## src/rtl/base_lat_fifo_pkg.sv

```systemverilog
// Shared helpers for the fixed-latency result fifo: sizing functions used for
// port widths and pointer widths.
package base_lat_fifo_pkg;

  // Ceiling log2; clog2(1) = 0.
  function automatic int clog2(input int value);
    int result;
    result = 0;
    while ((1 << result) < value) result++;
    return result;
  endfunction

  // Pointer width for a depth-entry array; never narrower than one bit.
  function automatic int ptr_w(input int depth);
    return (depth > 1) ? clog2(depth) : 1;
  endfunction

endpackage

```

## src/rtl/base_lat_fifo_mem.sv

```systemverilog
// Result storage: depth x width register array, one write port, asynchronous
// read at the read pointer so the head of the fifo falls through to the output.
module base_lat_fifo_mem #(
  parameter int WIDTH = 1,
  parameter int DEPTH = 4,
  parameter int PW    = 2
) (
  input  logic             clk,
  input  logic             i_we,
  input  logic [PW-1:0]    i_wa,
  input  logic [WIDTH-1:0] i_wd,
  input  logic [PW-1:0]    i_ra,
  output logic [WIDTH-1:0] o_rd
);

  logic [WIDTH-1:0] r_mem [DEPTH];

  // NOTE: the data array has no reset; occupancy in the parent decides what is
  // valid, so clearing storage would only cost reset fan-out for no benefit.
  always_ff @(posedge clk) begin
    if (i_we) r_mem[i_wa] <= i_wd;
  end

  assign o_rd = r_mem[i_ra];

endmodule

```

## src/rtl/base_lat_fifo.sv

```systemverilog
// Credit-gated receiver for a fixed-latency pipeline: grants issue while credits
// remain, absorbs delayed results, and presents them downstream with valid/ready.
module base_lat_fifo
  import base_lat_fifo_pkg::*;
#(
  parameter int WIDTH = 1,
  parameter int LAT   = 1,
  parameter int DEPTH = 4
) (
  input  logic                        clk,
  input  logic                        reset,
  input  logic                        i_issue_v,
  output logic                        o_issue_r,
  input  logic                        i_pd_v,
  input  logic [WIDTH-1:0]            i_pd_d,
  output logic                        o_v,
  input  logic                        o_r,
  output logic [WIDTH-1:0]            o_d,
  output logic [clog2(DEPTH+1)-1:0]   o_cnt,
  output logic                        o_perror
);

  localparam int CW = clog2(DEPTH + 1);
  localparam int PW = ptr_w(DEPTH);
  localparam logic [CW-1:0] DEPTH_C = CW'(DEPTH);
  localparam logic [PW-1:0] LAST_P  = PW'(DEPTH - 1);

  generate
    if (LAT < 1 || DEPTH < LAT + 1) begin : g_bad_params
      $error("base_lat_fifo: need LAT >= 1 and DEPTH >= LAT+1");
    end
  endgenerate

  logic [CW-1:0] r_cnt;
  logic [CW-1:0] r_occ;
  logic [PW-1:0] r_wr_ptr;
  logic [PW-1:0] r_rd_ptr;
  logic          r_perror;

  logic          w_issue;
  logic          w_pop;
  logic          w_full;
  logic          w_wr;
  logic          w_drop_err;
  logic          w_credit_err;
  logic          w_cnt_err;
  logic [CW-1:0] w_cnt_nxt;
  logic [CW-1:0] w_occ_nxt;

  function automatic logic [PW-1:0] ptr_inc(input logic [PW-1:0] p);
    return (p == LAST_P) ? '0 : p + PW'(1);
  endfunction

  // Handshake outputs depend only on registered state.
  assign o_issue_r = (r_cnt != DEPTH_C);
  assign o_v       = (r_occ != '0);
  assign o_cnt     = r_cnt;
  assign o_perror  = r_perror;

  assign w_issue      = i_issue_v & o_issue_r;
  assign w_pop        = o_v & o_r;
  assign w_full       = (r_occ == DEPTH_C);
  assign w_wr         = i_pd_v & (~w_full | w_pop);
  assign w_drop_err   = i_pd_v & w_full & ~w_pop;
  assign w_credit_err = i_pd_v & (r_occ == r_cnt);

  // NOTE: every always_comb output gets a default before any branch, so no
  // path leaves a signal unassigned and no latch is inferred.
  always_comb begin
    w_cnt_nxt = r_cnt;
    w_cnt_err = 1'b0;
    if (w_issue && !w_pop) begin
      if (r_cnt == DEPTH_C) w_cnt_err = 1'b1;
      else                  w_cnt_nxt = r_cnt + CW'(1);
    end else if (w_pop && !w_issue) begin
      if (r_cnt == '0) w_cnt_err = 1'b1;
      else             w_cnt_nxt = r_cnt - CW'(1);
    end
  end

  always_comb begin
    w_occ_nxt = r_occ;
    case ({w_wr, w_pop})
      2'b10:   w_occ_nxt = r_occ + CW'(1);
      2'b01:   w_occ_nxt = r_occ - CW'(1);
      default: w_occ_nxt = r_occ;
    endcase
  end

  // NOTE: state registers use non-blocking assignment so every flop samples
  // pre-edge values regardless of statement order.
  always_ff @(posedge clk or negedge reset) begin
    if (!reset) begin
      r_cnt    <= '0;
      r_occ    <= '0;
      r_wr_ptr <= '0;
      r_rd_ptr <= '0;
      r_perror <= 1'b0;
    end else begin
      r_cnt <= w_cnt_nxt;
      r_occ <= w_occ_nxt;
      if (w_wr)  r_wr_ptr <= ptr_inc(r_wr_ptr);
      if (w_pop) r_rd_ptr <= ptr_inc(r_rd_ptr);
      if (w_drop_err || w_credit_err || w_cnt_err) r_perror <= 1'b1;
    end
  end

  base_lat_fifo_mem #(
    .WIDTH (WIDTH),
    .DEPTH (DEPTH),
    .PW    (PW)
  ) u_mem (
    .clk  (clk),
    .i_we (w_wr),
    .i_wa (r_wr_ptr),
    .i_wd (i_pd_d),
    .i_ra (r_rd_ptr),
    .o_rd (o_d)
  );

endmodule

```

## config.mk

```make
export PLATFORM = sky130hd
export DESIGN_NAME = base_lat_fifo
export DESIGN_NICKNAME = d
export VERILOG_FILES = /design/src/rtl/base_lat_fifo_pkg.sv /design/src/rtl/base_lat_fifo_mem.sv /design/src/rtl/base_lat_fifo.sv
export SDC_FILE = /design/constraint.sdc
export NUM_CORES = 1
export LEC_CHECK = 0
export CELL_PAD_IN_SITES_DETAIL_PLACEMENT = 1
export CELL_PAD_IN_SITES_GLOBAL_PLACEMENT = 2
export CORE_MARGIN = 4
export CORE_UTILIZATION = 34
export CTS_CLUSTER_DIAMETER = 200
export DETAILED_ROUTE_END_ITERATION = 16
export PLACE_DENSITY_LB_ADDON = 0.12
export RECOVER_POWER = 50
export SLEW_MARGIN = 20
export SYNTH_ARGS = -nofsm -noshare
export SYNTH_HDL_FRONTEND = slang
export SYNTH_SLANG_ARGS = --single-unit
export TNS_END_PERCENT = 20
```

## constraint.sdc

```tcl
create_clock -name clk -period 2.8 [get_ports clk]
set_input_delay 0.56 -clock clk [delete_from_list [all_inputs] [get_ports clk]]
set_output_delay 0.56 -clock clk [all_outputs]
set_load 0.005 [all_outputs]
```

# Yosys cells after proc, flatten, opt, wreduce, memory -nomap -nowiden
# Memory sizes are Yosys's and may differ from the RTL's.
# Index checks and enable logic that the tools add are counted.
[word_totals] ram_bits=4 memories=1 input_bits=6 output_inout_bits=7 elab_cells=55 regBits=11
[memory_table] name="u_mem.r_mem" depth=4 word_bits=1 read_ports=1 rd_clocked_by_memory_dff=0 wr=1 line_no="base_lat_fifo_mem.sv:16" source="logic [WIDTH-1:0] r_mem [DEPTH];"
[op_classes] eq_ne=10 n_addsub=6 n_bitwise=9 muxes=13 n_reduce_logical=11
[op_table] operator="$mux W3" count=4
[op_table] operator="$add A3 B1 Y3 const B" count=2
[op_table] operator="$and A1 B1 Y1" count=6
[op_table] operator="$eq A2 B2 Y1 const B" count=3
[op_table] operator="$eq A3 B3 Y1 const B" count=2
[op_table] operator="$mux W1" count=6
[op_table] operator="$pmux W3 S2" count=1
[op_table] operator="$sub A3 B1 Y3 const B" count=2
[op_table] operator="$add A2 B1 Y2 const B" count=2
[op_table] operator="$mux W2" count=2
[op_table] operator="$ne A2 B2 Y1 const B" count=2
[op_table] operator="$reduce_bool A2 Y1" count=2
[op_table] operator="$eq A3 B3 Y1" count=1
[op_table] operator="$logic_not A3 Y1" count=1
[op_table] operator="$ne A3 B3 Y1 const B" count=1
[op_table] operator="$reduce_and A3 Y1" count=1
[op_table] operator="$reduce_bool A3 Y1" count=1
[op_table] operator="$eq A2 B1 Y1 const B" count=1
[op_table] operator="$logic_and A1 B1 Y1" count=2
[op_table] operator="$logic_not A1 Y1" count=2
[op_table] operator="$logic_or A1 B1 Y1" count=2
[op_table] operator="$not A1 Y1" count=2
[op_table] operator="$or A1 B1 Y1" count=1

# Logic depth before layout (Yosys ltp)
# Gate-level depths: netlist of the first run.
[depth] word_depth=7 mapped_depth=9

# Modules after synthesis
# A second synthesis of the first run with hierarchy kept.
[unflattened] cells_unflattened=96 area_unflattened_um2=1001.0
[modules_own_cells] module="base_lat_fifo" cells_per_inst=87 seq_area_each_um2=275.3 area_each_um2=827.0 n_inst=1
[modules_own_cells] module="base_lat_fifo_mem" cells_per_inst=9 seq_area_each_um2=120.1 area_each_um2=173.9 n_inst=1

# Worst setup path after synthesis of the first run
# No wires, ideal clock.
[synth_path] path_kind="input port to flip-flop" startpoint="input port o_r" endpoint="register r_occ[2]" arrival_ps=2174 slack_ps=508 stages=7 n_path_buf=1 path_cell_list="buf_6 -> o31ai_4 -> or2_2 -> fa_1 -> or3b_1 -> a32o_1 -> a21o_1"
[synth_via] elab_chain_len=5 word_cells_on_any_way=7 classes_between="eq/ne (2); mux (1); bitwise (3); reduce/logical (1)"
[synth_rtl] item="start, declared" line_no="base_lat_fifo.sv:17" source="input logic o_r,"
[synth_rtl] item="$and A1 B1 Y1 *" line_no="base_lat_fifo.sv:61" source="assign w_pop = o_v & o_r;"
[synth_rtl] item="$or A1 B1 Y1" line_no="base_lat_fifo.sv:63" source="assign w_wr = i_pd_v & (~w_full | w_pop);"
[synth_rtl] item="$and A1 B1 Y1" line_no="base_lat_fifo.sv:63"
[synth_rtl] item="$eq A2 B1 Y1 / $eq A2 B2 Y1 (equally long branches)" line_no="base_lat_fifo.sv:83" source="case ({w_wr, w_pop})"
[synth_rtl] item="$pmux W3 S2 / $reduce_bool A2 Y1 (equally long branches)"
[synth_rtl] item="end signal, assigned" line_no="base_lat_fifo.sv:101" source="r_occ <= w_occ_nxt;"
[synth_rtl] item="end, declared" line_no="base_lat_fifo.sv:35" source="logic [CW-1:0] r_occ;"
# Every way passes the cells marked *; elsewhere a longest branch is shown, timed or not.
# A chain may end at the register's enable or synchronous reset.

# Final worst setup path of the first run
# Ends and elaborated chain as after synthesis.

==> impl_metrics.yaml, run 1 <==
yosys:
  yosysSeqAreaShare_pct: 37.6
  synth-seq-cells: 15
  synth.distinct_cells: 42
  synthArstFlopShare_pct: 73.3
  netlist_top_cells_area: "dfrtp_1 (26%), edfxtp_1 (11%), ha_1 (8.3%)"
  synth_edf_count: 4
  yosys.area.top_type: "dfrtp_1"
  synthCells: 105
  yosys_warnings: 0
  avgSynthCellArea_um2: 10.0
  mappedNetlistArea_um2: 1050
  ys.flop_type: "dfrtp_1"
  synth_top_area_share_pct: 26.2
  synth_nets: 120
setup_path:
  startpoint: "o_r"
  r2r_slack_ps: 460
  worstSetupPathType: "in -> reg"
  end_kind: "flop"
  critPathLaunchType: "primary input"
  r2r_start: "r_occ[2]$_DFFE_PN0P_"
  crit_path_end: "r_occ[2]$_DFFE_PN0P_"
  timing.rr.end: "o_cnt[2]$_DFFE_PN0P_"
  critPathMaxFanout: 3
  crit_required_ps: 3000
  rr_worst_depth: 8
  crit_arrival_ps: 2750
drt:
  wl_met2_um: 1140
  drt-vias-per-instance: 5.22
  wl_um: 2190
  routedLengthMet1_um: 955
  drt_pass1_iterations: 3
  drtIter0Drc: 30
  wl_met3_um: 83
  drc: 0
  via_count: 788
  ant_nets: 0
  highest_layer: "met4"
  wl_per_cell_um: 14.5
cells_and_area:
  final_cell_mix: "dfrtp_1 (11), inv_1 (10), clkdlybuf4s50_1 (9)"
  final_core_util_pct: 43.4
  synthToLayoutAreaGrowth_pct: 17.7
  drive_above_1_share_pct: 14.2
  diodes: 0
  final_common_cell: "dfrtp_1"
  nNetsFinal: 136
global_route:
  grt_antenna_before_repair: 0
  gr-total-overflow: 0
  grt_pass1_wl_um: 4110
  grt_max_degree: 13
  grt.total_usage_pct: 12.9
  grt_pass1_vias: 886
floorplanning:
  fp.dieH_um: 63.6
  ios: 13
  start_util_pct: 36.8
  core-area_um2: 2850
  core.rowCount: 19
  die_x_um: 63.6
  die-area_um2: 4040
cts:
  cts_setup_buffers: 0
  cts_buffers: 3
  cts_root_buf: "clkbuf_4"
  cts_hold_buf: 0
  cts_resized: 0
  clockBufferDepth: 2
  clkSinkCount: 15
  clk_pin_slew_ps: 100
  cts_tree: "built"
  insertion_delay_ps: 290
  h-tree-depth: 1
timing:
  fmax_mhz: 391
  slew_viol_final: 0
  fin_skew_ps: 14.6
  tightest_slew_ps: 549
  grt_setup_unrepaired: "false"
  layout_min_cycle_time_ps: 2560
  relSlewSlack_pct: 63.2
  fin_tns_setup_ps: 0
  finalHoldViolations: 0
  fin_crit_sh_pct: 91.3
  setup_viol: 0
power:
  peakVddDrop_mv: 0.427
  p_leak_nw: 0.524
  powerDensity_nw_per_um2: 958
status:
  status: "completed"
place:
  hpwlAfterDp_um: 1710
  io_buffers: 12
  routabilityCongestion: 0.760
run:
  cap_violations: 0
hold_path:
  min_path_cells: 2
  hold_path_class: "reg -> reg"
-- cell usage after synthesis (2+ instances only) --
| cell | number |
|---|---|
| or2_2 | 2 |
| nand2_1 | 6 |
| edfxtp_1 | 4 |
| a21oi_1 | 3 |
| and2_1 | 6 |
| nor2_1 | 7 |
| xnor2_1 | 3 |
| clkbuf_1 | 2 |
| a21o_1 | 2 |
| ha_1 | 7 |
| buf_2 | 2 |
| dfrtp_1 | 11 |
| o21ai_0 | 5 |
| nor3_1 | 2 |
| fa_1 | 2 |
| inv_1 | 10 |
| nor2b_1 | 3 |
| mux2_2 | 3 |
| nand3b_1 | 2 |
-- how the worst min path moves through the flow --
stage                              start                    to  slack (ps)
floorplan                          reset  o_cnt[0]$_DFFE_PN0P_         260
global placement    o_perror$_DFFE_PN0P_  o_perror$_DFFE_PN0P_         500
detailed placement  o_perror$_DFFE_PN0P_  o_perror$_DFFE_PN0P_         500
CTS                 o_perror$_DFFE_PN0P_  o_perror$_DFFE_PN0P_         520
global route        o_perror$_DFFE_PN0P_  o_perror$_DFFE_PN0P_         590
finish              o_perror$_DFFE_PN0P_  o_perror$_DFFE_PN0P_         510
-- kinds of logic (layout without fill, tap and decap cells) --
kind of cell / count (synthesis) / after routing / synth area share [%]
AO/OA/AOI/OAI: 22 / 22 / 16.0
XOR/XNOR: 4 / 4 / 3.33
adder cells (fa/ha/maj): 9 / 9 / 12.1
buffers and inverters: 16 / 31 / 6.79
flip-flops: 15 / 15 / 37.6
multiplexers: 4 / 4 / 5.36
AND/OR/NAND/NOR: 35 / 35 / 18.8
-- metrics by stage --
| stage | cells | total power, mW | worst slack [ps] | hold WS, ps | cell area, um^2 |
|---|---|---|---|---|---|
| final | 151 | 1.19 | 244 | 509 | 1240 |
| after floorplan | 105 | 0.861 | 508 | 264 | 1050 |
| after global routing | 151 | 1.33 | 174 | 586 | 1240 |
| after detailed placement | 147 | 1.08 | 2.49 | 502 | 1210 |
| after CTS | 151 | 1.21 | 320 | 524 | 1240 |
| after global placement | 147 | 1.05 | 68.6 | 498 | 1210 |
-- registers in the layout (all words and copies together) (netlist names) --
| register | flops |
|---|---|
| o_cnt | 3 |
| u_mem.r_mem | 4 |
| o_perror | 1 |
| r_wr_ptr | 2 |
| r_rd_ptr | 2 |
| r_occ | 3 |
-- power breakdown --
| group | internal, mW | leakage (nW) | switching [mW] | total, mW |
|---|---|---|---|---|
| Combinational | 0.341 | 0.342 | 0.269 | 0.610 |
| Sequential | 0.310 | 0.164 | 0.138 | 0.448 |
| Clock | 0.0531 | 0.0177 | 0.0740 | 0.127 |
| Total | 0.704 | 0.524 | 0.481 | 1.19 |
-- per-layer routing --
metal | global-route usage, % | up-vias
met5 | 0 | -
met4 | 2.43 | 0
met3 | 4.80 | 2
met2 | 22.2 | 11
met1 | 15.5 | 386
li1 | - | 389
-- worst max-delay path, stage by stage --
cell and delay [ps]:
dlygate4sd3_1 600, o31ai_4 90, or2_2 300, fa_1 420, or3b_1 390, a32o_1 260
a21o_1 140
-- area by class of cell --
cell class	instances	area [um^2]
Clock buffer	3	22.5
Clock inverter	1	5.00
Fill cell	335	1620
Inverter	10	37.5
Multi-Input combinational cell	74	584
Sequential cell	15	395
Tap cell	31	38.8
Timing Repair Buffer	17	154
Note: power is estimated with default switching activity, not from simulation.
==> run 2: changes to the inputs <==
--- a/config.mk
+++ b/config.mk
@@ -5,11 +5,13 @@
 export SDC_FILE = /design/constraint.sdc
 export NUM_CORES = 1
 export LEC_CHECK = 0
+export ABC_AREA = 1
 export CELL_PAD_IN_SITES_DETAIL_PLACEMENT = 1
 export CELL_PAD_IN_SITES_GLOBAL_PLACEMENT = 2
 export CORE_MARGIN = 4
-export CORE_UTILIZATION = 34
+export CORE_UTILIZATION = 29
 export CTS_CLUSTER_DIAMETER = 200
+export CTS_CLUSTER_SIZE = 12
 export DETAILED_ROUTE_END_ITERATION = 16
 export PLACE_DENSITY_LB_ADDON = 0.12
 export RECOVER_POWER = 50
==> constraint.sdc (replaced) <==
create_clock -name clk -period 2.2 [get_ports clk]
set_input_delay 0.44 -clock clk [delete_from_list [all_inputs] [get_ports clk]]
set_output_delay 0.44 -clock clk [all_outputs]
set_load 0.005 [all_outputs]
==> run 2 against run 1 <==
First-iteration DRC count up 13%; critical path depth down 3; worst setup slack worse by 73 ps; clock power up 31%; highest routed layer unchanged; synthesized cell count unchanged; sequential share of layout area up 2.1 points; critical endpoint is now o_d; global-route usage down 3.4 points.
==> impl_metrics.yaml, run 2 <==
setup_path:
  startpoint: "r_rd_ptr[0]$_DFFE_PN0N_"
  max_stage_delay_ps: 530
  crit_arrival_ps: 1590
  crit_family: "buffers and inverters"
  worstPathCellList: "inv_1 > nand2_1 > a32oi_1 > clkdlybuf4s50_1"
  r2r_start: "o_cnt[0]$_DFFE_PN0P_"
  critPathMaxFanout: 5
  worstSetupPathType: "reg -> out"
  crit_required_ps: 1760
  crit_slowest_cell: "clkdlybuf4s50_1"
  r2r_slack_ps: 310
  crit_buf_inv: 2
  critPathLaunchType: "flop"
  end_kind: "primary output"
cts:
  cts_setup_buffers: 0
  cts_root_buf: "clkbuf_4"
  clk_pin_slew_ps: 110
  cts_resized: 0
  cts_buffers: 3
  clkSinkCount: 15
  h-tree-depth: 1
  insertion_delay_ps: 290
  clockBufferDepth: 2
  cts_hold_buf: 0
  cts_tree: "built"
yosys:
  synth_edf_count: 4
  synth_nets: 120
  synth_common_cells: "nand2_1 (20), inv_1 (18), dfrtp_1 (11), nor2_1 (8), ha_1 (7)"
  ys.flop_type: "dfrtp_1"
  netlist_top_cells_area: "dfrtp_1 (29%), edfxtp_1 (13%), ha_1 (9.4%)"
  post-synth-top-count-cell: "nand2_1"
  synth_top_area_share_pct: 29.5
  mappedNetlistArea_um2: 933
  synthCells: 105
  avgSynthCellArea_um2: 8.89
  synth-seq-cells: 15
  synthArstFlopShare_pct: 73.3
  yosys.area.top_type: "dfrtp_1"
  yosys_warnings: 0
  yosysSeqAreaShare_pct: 42.4
  synth.distinct_cells: 24
global_route:
  gr-total-overflow: 0
  grt_pass1_wl_um: 3080
  grt.total_usage_pct: 9.53
  grt_max_degree: 12
  grt_pass1_vias: 689
  grt_antenna_before_repair: 0
drt:
  via_count: 695
  drtIter0Drc: 34
  wl_per_cell_um: 10.0
  drt_pass1_iterations: 2
  wl_um: 1700
  ant_nets: 0
  drt-vias-per-instance: 4.11
  drc: 0
cells_and_area:
  regMostFlops: "u_mem.r_mem"
  final_cell_mix: "nand2_1 (21), inv_1 (18), dfrtp_1 (11)"
  final_common_cell: "nand2_1"
  drive_above_1_share_pct: 12.8
  final_core_util_pct: 37.8
  final_cell_area_um2: 1160
  fillers: 378
  largest_register_ffs: 4
  nNetsFinal: 141
  diodes: 0
  synthToLayoutAreaGrowth_pct: 24.5
timing:
  setup_viol: 0
  tightest_slew_ps: 527
  grt_setup_unrepaired: "false"
  layout_min_cycle_time_ps: 2030
  fin_crit_sh_pct: 92.2
  relSlewSlack_pct: 64.8
  slew_viol_final: 0
  fin_tns_setup_ps: 0
  fin_skew_ps: 9.41
  finalHoldViolations: 0
  fmax_mhz: 493
floorplanning:
  core.rowCount: 20
  die_x_um: 64.7
  die-area_um2: 4190
  ios: 13
  start_util_pct: 30.3
  fp.dieH_um: 64.7
  core-area_um2: 3080
place:
  routabilityCongestion: 0.730
  io_buffers: 12
  postPlaceCellArea_um2: 1140
  hpwlAfterDp_um: 1450
power:
  seqPwrFrac_pct: 36.0
  peakVddDrop_mv: 0.395
  powerDensity_nw_per_um2: 1290
  pwr-share-comb_pct: 53.0
  p_int_uw: 861
  p_clk_share_pct: 11.0
  sw_frac_of_total_pct: 42.6
  switchingPower_uw: 639
  p_leak_nw: 0.548
hold_path:
  min_from: "o_perror$_DFFE_PN0P_"
  hold_path_class: "reg -> reg"
status:
  status: "completed"
run:
  cap_violations: 0
[run 2: layer usage]
metal | vias up | GRT usage [%] | share of wire [%] | wire length, um
met1 | 317 | 14.0 | 54 | 921
met5 | - | 0 | 0 | 0
met2 | 9 | 13.4 | 41 | 697
li1 | 367 | - | - | -
met3 | 2 | 2.43 | 3.8 | 64
met4 | 0 | 3.17 | 0.65 | 11
[run 2: cell type report]
class	count	area, um^2	share of cell area, %
inverter	20	75.1	6.46
clock buffer	3	22.5	1.94
clock inverter	1	7.51	0.646
multi-input combinational	70	457	39.3
sequential	15	395	34.0
timing repair buffer	16	150	12.9
tap	44	55.1	4.74
[run 2: cells by family after synthesis]
logic type,after synthesis,synth area share [%]
and+or+nand+nor,44,23.3
buffers and inverters,20,8.04
DFF,15,42.4
AOI/OAI and AO/OA,11,6.97
adders and majority gates,9,13.7
xor gates and xnor gates,6,5.63
[run 2: worst paths after layout]
check | endpoint | cells past startpoint
max | o_d | 4
min | o_perror$_DFFE_PN0P_ | 1
max reg2reg | o_cnt[2]$_DFFE_PN0P_ | 10
min reg2reg | o_perror$_DFFE_PN0P_ | 1
max in group asynchronous | r_occ[1]$_DFFE_PN0P_ | 1
min in group asynchronous | r_rd_ptr[0]$_DFFE_PN0N_ | 1
[run 2: power by group through the flow]
stage                     combinational, mW  sequential (mW)  clock, mW
after floorplan                       0.563            0.521          0
after global placement                0.822            0.550          0
after detailed placement              0.823            0.552          0
after CTS                             0.824            0.545      0.175
after global routing                  0.933            0.566      0.195
final                                 0.796            0.540      0.166
[run 2: worst reg2reg max path: cells and delay by family (launching register included)]
family                     cells  cell delay, ps
and+or+nand+nor                3             340
DFF                            1             480
xor gates and xnor gates       1             170
AOI/OAI and AO/OA              1              70
adders and majority gates      2             550
buffers and inverters          3             180
[run 2: per-stage QoR]
step | power (mW) | instances | hold slack (ps) | setup slack [ps]
floorplan | 1.08 | 105 | 144 | 418
global placement | 1.37 | 165 | 457 | 176
detailed placement | 1.38 | 165 | 466 | 167
CTS | 1.55 | 169 | 492 | 129
global route | 1.69 | 169 | 541 | 1.30
finish | 1.50 | 169 | 482 | 171
